--- src/rtl/regfile_dump_pkg.sv ---
// Shared types and constants for the register-file dump block.
// The size defaults match the companion 4x8 register file.
package regfile_dump_pkg;

  localparam int unsigned NUM_REGS_DEF = 4;
  localparam int unsigned ADDR_W_DEF   = 2;
  localparam int unsigned DATA_W_DEF   = 8;

  localparam logic [7:0] HDR_BYTE = 8'hA5;

  typedef enum logic [2:0] {
    ST_IDLE,
    ST_HDR,
    ST_FETCH,
    ST_SEND,
    ST_SUM,
    ST_DONE
  } state_t;

endpackage

--- src/rtl/regfile_dump.sv ---
// Walks the register-file read port and emits a framed dump on a valid/ready
// byte stream: header, one byte per register, then the XOR checksum.
module regfile_dump
  import regfile_dump_pkg::*;
#(
  parameter int unsigned NUM_REGS = NUM_REGS_DEF,
  parameter int unsigned ADDR_W   = ADDR_W_DEF,
  parameter int unsigned DATA_W   = DATA_W_DEF
) (
  input  logic              clk,
  input  logic              reset,
  input  logic              start,
  output logic [ADDR_W-1:0] rd_addr,
  input  logic [DATA_W-1:0] rd_data,
  output logic              out_valid,
  input  logic              out_ready,
  output logic [DATA_W-1:0] out_data,
  output logic              out_last,
  output logic              busy,
  output logic              done
);

  localparam logic [ADDR_W-1:0] LAST_IDX = ADDR_W'(NUM_REGS - 1);

  state_t            state;
  logic [ADDR_W-1:0] idx;
  logic [DATA_W-1:0] csum;

  assign rd_addr = idx;

  always_ff @(posedge clk) begin
    if (reset) begin
      state     <= ST_IDLE;
      idx       <= '0;
      csum      <= '0;
      out_valid <= 1'b0;
      out_data  <= '0;
      out_last  <= 1'b0;
      busy      <= 1'b0;
      done      <= 1'b0;
    end else begin
      case (state)
        ST_IDLE: begin
          if (start) begin
            idx       <= '0;
            csum      <= '0;
            busy      <= 1'b1;
            out_valid <= 1'b1;
            out_data  <= DATA_W'(HDR_BYTE);
            out_last  <= 1'b0;
            state     <= ST_HDR;
          end
        end
        ST_HDR: begin
          if (out_ready) begin
            out_valid <= 1'b0;
            state     <= ST_FETCH;
          end
        end
        ST_FETCH: begin
          out_data  <= rd_data;
          out_valid <= 1'b1;
          state     <= ST_SEND;
        end
        ST_SEND: begin
          if (out_ready) begin
            csum <= csum ^ out_data;
            if (idx == LAST_IDX) begin
              // Checksum byte is loaded straight behind the last data byte,
              // so out_valid stays high across the SEND->SUM boundary.
              out_data <= csum ^ out_data;
              out_last <= 1'b1;
              state    <= ST_SUM;
            end else begin
              idx       <= idx + ADDR_W'(1);
              out_valid <= 1'b0;
              state     <= ST_FETCH;
            end
          end
        end
        ST_SUM: begin
          if (out_ready) begin
            out_valid <= 1'b0;
            out_last  <= 1'b0;
            done      <= 1'b1;
            state     <= ST_DONE;
          end
        end
        ST_DONE: begin
          done  <= 1'b0;
          busy  <= 1'b0;
          state <= ST_IDLE;
        end
        default: state <= ST_IDLE;
      endcase
    end
  end

endmodule

--- config.mk ---
export PLATFORM = sky130hd
export DESIGN_NAME = regfile_dump
export DESIGN_NICKNAME = d
export VERILOG_FILES = /design/src/rtl/regfile_dump_pkg.sv /design/src/rtl/regfile_dump.sv
export SDC_FILE = /design/constraint.sdc
export NUM_CORES = 1
export LEC_CHECK = 0
export ABC_CLOCK_PERIOD_IN_PS = 2000
export CAP_MARGIN = 10
export CORE_MARGIN = 2
export CORE_UTILIZATION = 35
export CTS_BUF_LIST = sky130_fd_sc_hd__clkbuf_2 sky130_fd_sc_hd__clkbuf_4 sky130_fd_sc_hd__clkbuf_8
export CTS_CLUSTER_DIAMETER = 120
export DETAILED_ROUTE_END_ITERATION = 10
export GPL_TIMING_DRIVEN = 0
export PLACE_DENSITY = 0.62
export SLEW_MARGIN = 20
export SYNTH_ARGS = -nofsm -noshare
export SYNTH_HDL_FRONTEND = slang
export SYNTH_SLANG_ARGS = --single-unit
--- constraint.sdc ---
create_clock -name clk -period 2 [get_ports clk]
set_input_delay 0.4 -clock clk [delete_from_list [all_inputs] [get_ports clk]]
set_output_delay 0.4 -clock clk [all_outputs]
set_load 0.1 [all_outputs]
==> results of run 1 <==
## registers in the layout (all words and copies together) (netlist names)
name	count
out_valid	1
out_data	8
rd_addr	2
csum	8
out_last	1
busy	1
done	1
state	3
## logic make-up after synthesis
logic type               synth area share
AO/OA/AOI/OAI                       0.245
XOR/XNOR                           0.0493
adder cells (fa/ha/maj)           0.00879
buffers and inverters              0.0765
flip-flops                          0.352
multiplexers                       0.0150
AND/OR/NAND/NOR                     0.253
## synthesized netlist by cell type, types with 2 or more instances
cell type | instances | share of area
a2111oi_0 | 2 | 0.012
a221o_1 | 8 | 0.056
dfxtp_1 | 25 | 0.35
nor4_1 | 7 | 0.031
xnor2_1 | 7 | 0.043
or2_1 | 2 | 0.0088
nand2_1 | 2 | 0.0053
nand3_1 | 3 | 0.011
buf_2 | 9 | 0.032
nor2_1 | 13 | 0.034
nor2b_1 | 12 | 0.053
a41o_1 | 3 | 0.021
nor4b_1 | 2 | 0.012
nor3_1 | 2 | 0.0070
o2bb2ai_1 | 2 | 0.012
inv_1 | 10 | 0.026
a32o_1 | 2 | 0.014
a211oi_1 | 2 | 0.011
a21oi_1 | 8 | 0.028
a221oi_1 | 4 | 0.025
a211o_1 | 3 | 0.018
## per-stage QoR
stage / utilization / setup WS [ps] / power (W) / instances
2_1_floorplan: - / 184 / 0.000777 / 156
3_3_place_gp: 0.436 / -13.2 / 0.000858 / 229
3_5_place_dp: 0.436 / -52.4 / 0.000862 / 229
4_1_cts: 0.444 / 6.59 / 0.00117 / 233
5_1_grt: 0.441 / 5.76 / 0.00121 / 233
6_report: 0.441 / 40.4 / 0.00116 / 233
## worst max-delay path by stage
| stage | start | end | slack, ps |
|---|---|---|---|
| after floorplan | rd_addr[0] | out_data[3] | 180 |
| after global placement | start | csum[4] | -10 |
| after detailed placement | start | csum[2] | -50 |
| after CTS | out_data[4] | out_data[4] | 7 |
| after global routing | out_data[1] | out_data[1] | 6 |
| final | out_data[1] | out_data[1] | 40 |
## what timing repair did
action | in CTS | in global routing
gates resized for setup | 14 | 6
pin swaps | 0 | 0
endpoints found under the setup margin | 14 | 3
endpoints found under the hold margin | 0 | 0
## report_power, final
part           total [W]  internal, W  switching, W  leakage [nW]
sequential      0.000538     0.000517     0.0000211         0.205
combinational   0.000302    0.0000873      0.000215         0.493
clock           0.000325     0.000157      0.000168        0.0262
total            0.00116     0.000761      0.000404         0.724
## layer usage
layer	track usage	vias to the layer above	part of all wire
li1	-	641	-
met1	0.230	629	0.46
met2	0.286	41	0.48
met3	0.0317	7	0.046
met4	0.0791	0	0.017
met5	0	-	0
## layout make-up
cell class | instances | area share
buffer | 12 | 0.0389
tap | 50 | 0.0360
timing repair buffer | 23 | 0.116
multi-input combinational | 108 | 0.468
clock buffer | 4 | 0.0281
sequential | 25 | 0.289
inverter | 11 | 0.0238
==> metrics.txt, run 1 <==
Worst Setup End Kind=output port; Tmin final=1960 ps; data required time of the worst path=1600 ps; area taken by multi-input logic gates=813 µm²; final global-route overflow total=0; signed area change from the synthesized netlist to the final layout=22.2%; number of sinks handled by clock tree synthesis=25; worst reg2reg setup slack=360 ps; result of the run=completed; leading register cell type out of synthesis=dfxtp_1; Storage cell area=503 µm²; CP cell instances=dlygate4sd2_1; worst path arrival time=1560 ps; number of buffers created by CTS=3; DPL Wire Length=2610 µm; first-pass GRT wire length=6130 µm; max-slew violation total from the final report=0; total of hold buffers inserted after clock tree synthesis=0; latest clock arrival within the worst-skew pair=280 ps; final standard cell area without fillers=1740 µm²; final worst-path cycle share=0.980; detail-routed via count per cell=5.66; remaining number of nets flagged by the antenna check after routing=0; number of DRC markers after the initial detailed-route iteration=57; worst vdd rail ir drop=0.000298 V; root cell of the clock tree=clkbuf_8; kind of launch point of the worst setup path=flip-flop; aggregate negative setup slack=0 ps; Synth Instances=156; sequential-to-total area share from yosys stat=0.352; reg-to-reg critical path startpoint=rd_addr[0]; Worst Max-Slew Pin Slew=966 ps; class of the tightest hold or removal check=in -> reg; Fillers=389; Clock transition at path regs=90 ps; leading cell type in the layout, fill and taps excluded=dfxtp_1; initial antenna violation count=0; total iterations of the first detailed-routing run=4; maximum number of pins on one net before global-route repair=14; Max-cap violations=0; Achievable Freq=510 MHz; final setup skew=8.51 ps; area of the mapped netlist=1420 µm²; residual DRC count=0; vias in the first global route=1289; post-CTS repair timing setup buffer count=0; start point of the worst hold path=reset; Core Area=3940 µm²; Die ar.=4590 µm²; Final #Nets=197; Stages on worst setup path=1; TritonCTS clock tree=built; placer's final routability congestion estimate=0.757; layout cell share with drive strength beyond 1=0.153; number of nets in the synthesized netlist=169; Clock Tree Buf Depth=2; distinct cell type count after synthesis=49; Chip Height=67.8 µm; final hold slack=473 ps; routed via count=1318; leakage component of the power=0.724 nW; Worst Reg2Reg Path Length in Cells=5; number of placed I/O pins=26; Post-Route WL=3750 µm; post-detailed-route wirelength per cell=16.1 µm; Ys Warns=0; number of stages on the worst hold path=2; count of endpoints failing setup in the final report=0; die outline width=67.8 µm; crit path buf inv count=1; Max Fanout on Critical Path=5; share of async-settable or async-resettable flops after synthesis=0; number of input and output port buffers inserted=23; family of cells with the greatest summed delay on the critical path=buffers and inverters; most frequent cells in the layout=23 x dfxtp_1, 13 x nor2_1, 12 x nor2b_1; worst slew margin relative to its limit=0.359; area post-placement=1720 µm²; CP Class=reg -> out; overall global routing resource usage=0.177; peak per-stage delay on the critical path=880 ps; Critical-path top delay cell=dlygate4sd2_1; number of synthesized register bits=25; Hold EP=state[0]; total count of hold-check failures in the final report=0; setup repair after global routing missed its margin=no; number of enable-type register cells in the synthesized netlist=0; Diodes inserted=0; starting density of the core=0.361; total power density per cell area=670 nW/µm²; Critical R2R Capture=out_data[2]; number of cell rows=23; H-tree Lvls=1; average instance area after synthesis=9.12 µm²
(Power assumes the default switching activity.)
==> inputs of run 2 (changes only) <==
Settings changed: CAP_MARGIN 10 to 20, CORE_ASPECT_RATIO set to 1.2.
==> run 2 against run 1 <==
Flip-flop and latch count did not move. Via count rose by 0.15%. Clock skew fell by 5.5 ps. Design area rose by 0.94%. Power fell by 0.46%. Fmax rose by 0.71%. Utilization rose by 0.78 points. Combinational power barely moved. Wire length fell by 3.6%. Register-to-register slack improved by 20 ps. First-iteration DRC count fell by 33%. Count of clock-buffer cells in the layout did not move. Largest cell class unchanged.
==> metrics.txt, run 2 (synthesis gave the netlist of run 1 again) <==
Chip Height=73.8 µm (+9.0%); maximum number of pins on one net before global-route repair=14 (unchanged); class of the tightest hold or removal check=reg -> reg; Worst Reg2Reg Path Length in Cells=5 (unchanged); family of cells with the greatest summed delay on the critical path=buffers and inverters; total count of hold-check failures in the final report=0 (unchanged); Die ar.=4590 µm² (about the same); die outline width=62.2 µm (-8.2%); number of stages on the worst hold path=2 (unchanged); worst path arrival time=1550 ps (about the same); number of placed I/O pins=26 (unchanged); detail-routed via count per cell=5.57 (-1.5%); Achievable Freq=514 MHz (+0.71%); peak per-stage delay on the critical path=870 ps (about the same); total power density per cell area=661 nW/µm² (-1.4%); layout cell share with drive strength beyond 1=0.142 (-0.0109); Fillers=410 (+5.4%); Clock Tree Buf Depth=2 (unchanged); setup repair after global routing missed its margin=no; CP Class=reg -> out; post-layout utilization of the core=0.449 (+0.00783); Diodes inserted=0 (unchanged); number of buffers created by CTS=3 (unchanged); post-detailed-route wirelength per cell=15.2 µm (-5.2%); Tmin final=1950 ps (-13.9 ps); final worst-path cycle share=0.973 (-0.00695); start point of the worst hold path=rd_addr[1]; leading cell type in the layout, fill and taps excluded=dfxtp_1; latest clock arrival within the worst-skew pair=270 ps (about the same); final standard cell area without fillers=1750 µm² (+0.94%); first-pass GRT wire length=5980 µm (-2.5%); Clock transition at path regs=90 ps (about the same); Final #Nets=197 (unchanged); number of DRC markers after the initial detailed-route iteration=38 (-33%); post-CTS repair timing setup buffer count=0 (unchanged); worst reg2reg setup slack=380 ps (+20 ps); routed via count=1320 (+0.15%); result of the run=completed; Post-Route WL=3610 µm (-3.6%); largest registers=csum x8, out_data x8, state x3; worst vdd rail ir drop=0.000251 V (-16%); final setup skew=3.04 ps (-5.46 ps); residual DRC count=0 (unchanged); vias in the first global route=1270 (-1.5%); worst setup timing slack at the placement stage=-24.8 ps (+27.6 ps); Worst Max-Slew Pin Slew=959 ps (-6.72 ps); Critical R2R Capture=out_data[0]; area post-placement=1720 µm² (+0.29%); data required time of the worst path=1600 ps (about the same); number of cell rows=25 (+8.7%); initial antenna violation count=0 (unchanged); Hold EP=rd_addr[1]; Max-cap violations=0 (unchanged); starting density of the core=0.364 (+0.00300); most frequent cells in the layout=23 x dfxtp_1, 13 x nor2_1, 12 x nor2b_1; kind of launch point of the worst setup path=flip-flop; leakage component of the power=0.721 nW (-0.51%); placer's final routability congestion estimate=0.812 (+7.3%); setup ws final=54.3 ps (+13.9 ps); count of endpoints failing setup in the final report=0 (unchanged); worst slew margin relative to its limit=0.363 (+0.00446); total iterations of the first detailed-routing run=4 (unchanged); remaining number of nets flagged by the antenna check after routing=0 (unchanged); Max Fanout on Critical Path=4 (-1); Core Area=3910 µm² (-0.83%); signed area change from the synthesized netlist to the final layout=23.3%; crit path buf inv count=1 (unchanged); max-slew violation total from the final report=0 (unchanged); overall global routing resource usage=0.166 (-0.0119); reg-to-reg critical path startpoint=rd_addr[0]; Worst Setup End Kind=output port; total of hold buffers inserted after clock tree synthesis=0 (unchanged); CP cell instances=dlygate4sd2_1; DPL Wire Length=2610 µm (-0.18%); number of input and output port buffers inserted=23 (unchanged); TritonCTS clock tree=built; number of sinks handled by clock tree synthesis=25 (unchanged); final global-route overflow total=0 (unchanged); Critical-path top delay cell=dlygate4sd2_1; root cell of the clock tree=clkbuf_8; H-tree Lvls=1 (unchanged)
==> run 2: cell count changes in the layout (fill, tap and decap cells not counted) <==
cell / before / now
clkdlybuf4s15_1: 0 / 3
clkbuf_2: 3 / 1
dlygate4sd2_1: 11 / 10
==> run 2: repair_timing <==
action | in CTS | in global routing
setup endpoints to repair | 14 | 4
pin swaps | 0 | 0
resized for setup | 14 | 5
endpoints found under the hold margin | 0 | 0
==> run 2: power by group <==
part | total, W | internal, W | switching (W)
Sequential | 0.000538 | 0.000517 | 0.0000214
Clock | 0.000321 | 0.000156 | 0.000165
Combinational | 0.000300 | 0.0000877 | 0.000212
==> run 2: worst max-delay path by stage <==
stage	depth (start not counted)	start	slack (ps)	end
3_3_place_gp	4	start	-10	csum[3]
3_5_place_dp	4	start	-20	csum[3]
2_1_floorplan	5	rd_addr[0]	180	out_data[3]
5_1_grt	1	out_data[6]	7	out_data[6]
6_report	1	out_data[5]	50	out_data[5]
4_1_cts	1	out_data[4]	20	out_data[4]
==> run 2: metrics by stage <==
| step | setup TNS, ps | total power [W] | std cells | hold WS (ps) |
|---|---|---|---|---|
| global route | 0 | 0.00122 | 237 | 508 |
| global placement | -53.0 | 0.000857 | 233 | 466 |
| finish | 0 | 0.00116 | 237 | 483 |
| CTS | 0 | 0.00117 | 237 | 486 |
| floorplan | 0 | 0.000777 | 156 | 513 |
| detailed placement | -105 | 0.000860 | 233 | 477 |
==> run 2: cell type report <==
cell class | count | area, µm² | share of cell area
clock buffers | 4 | 48.8 | 0.0278
repair buffers | 23 | 213 | 0.121
flip-flops and latches | 25 | 503 | 0.287
inverters | 11 | 41.3 | 0.0235
plain buffers | 12 | 67.6 | 0.0385
well taps | 54 | 67.6 | 0.0385
multi-input cells | 108 | 813 | 0.464
==> run 2: layer usage <==
layer | track usage | routed length [µm] | vias up
met1 | 0.185 | 1600 | 649
met5 | 0 | 0 | -
met2 | 0.308 | 1860 | 23
met4 | 0.0864 | 59 | 0
li1 | - | - | 643
met3 | 0.0245 | 97 | 5
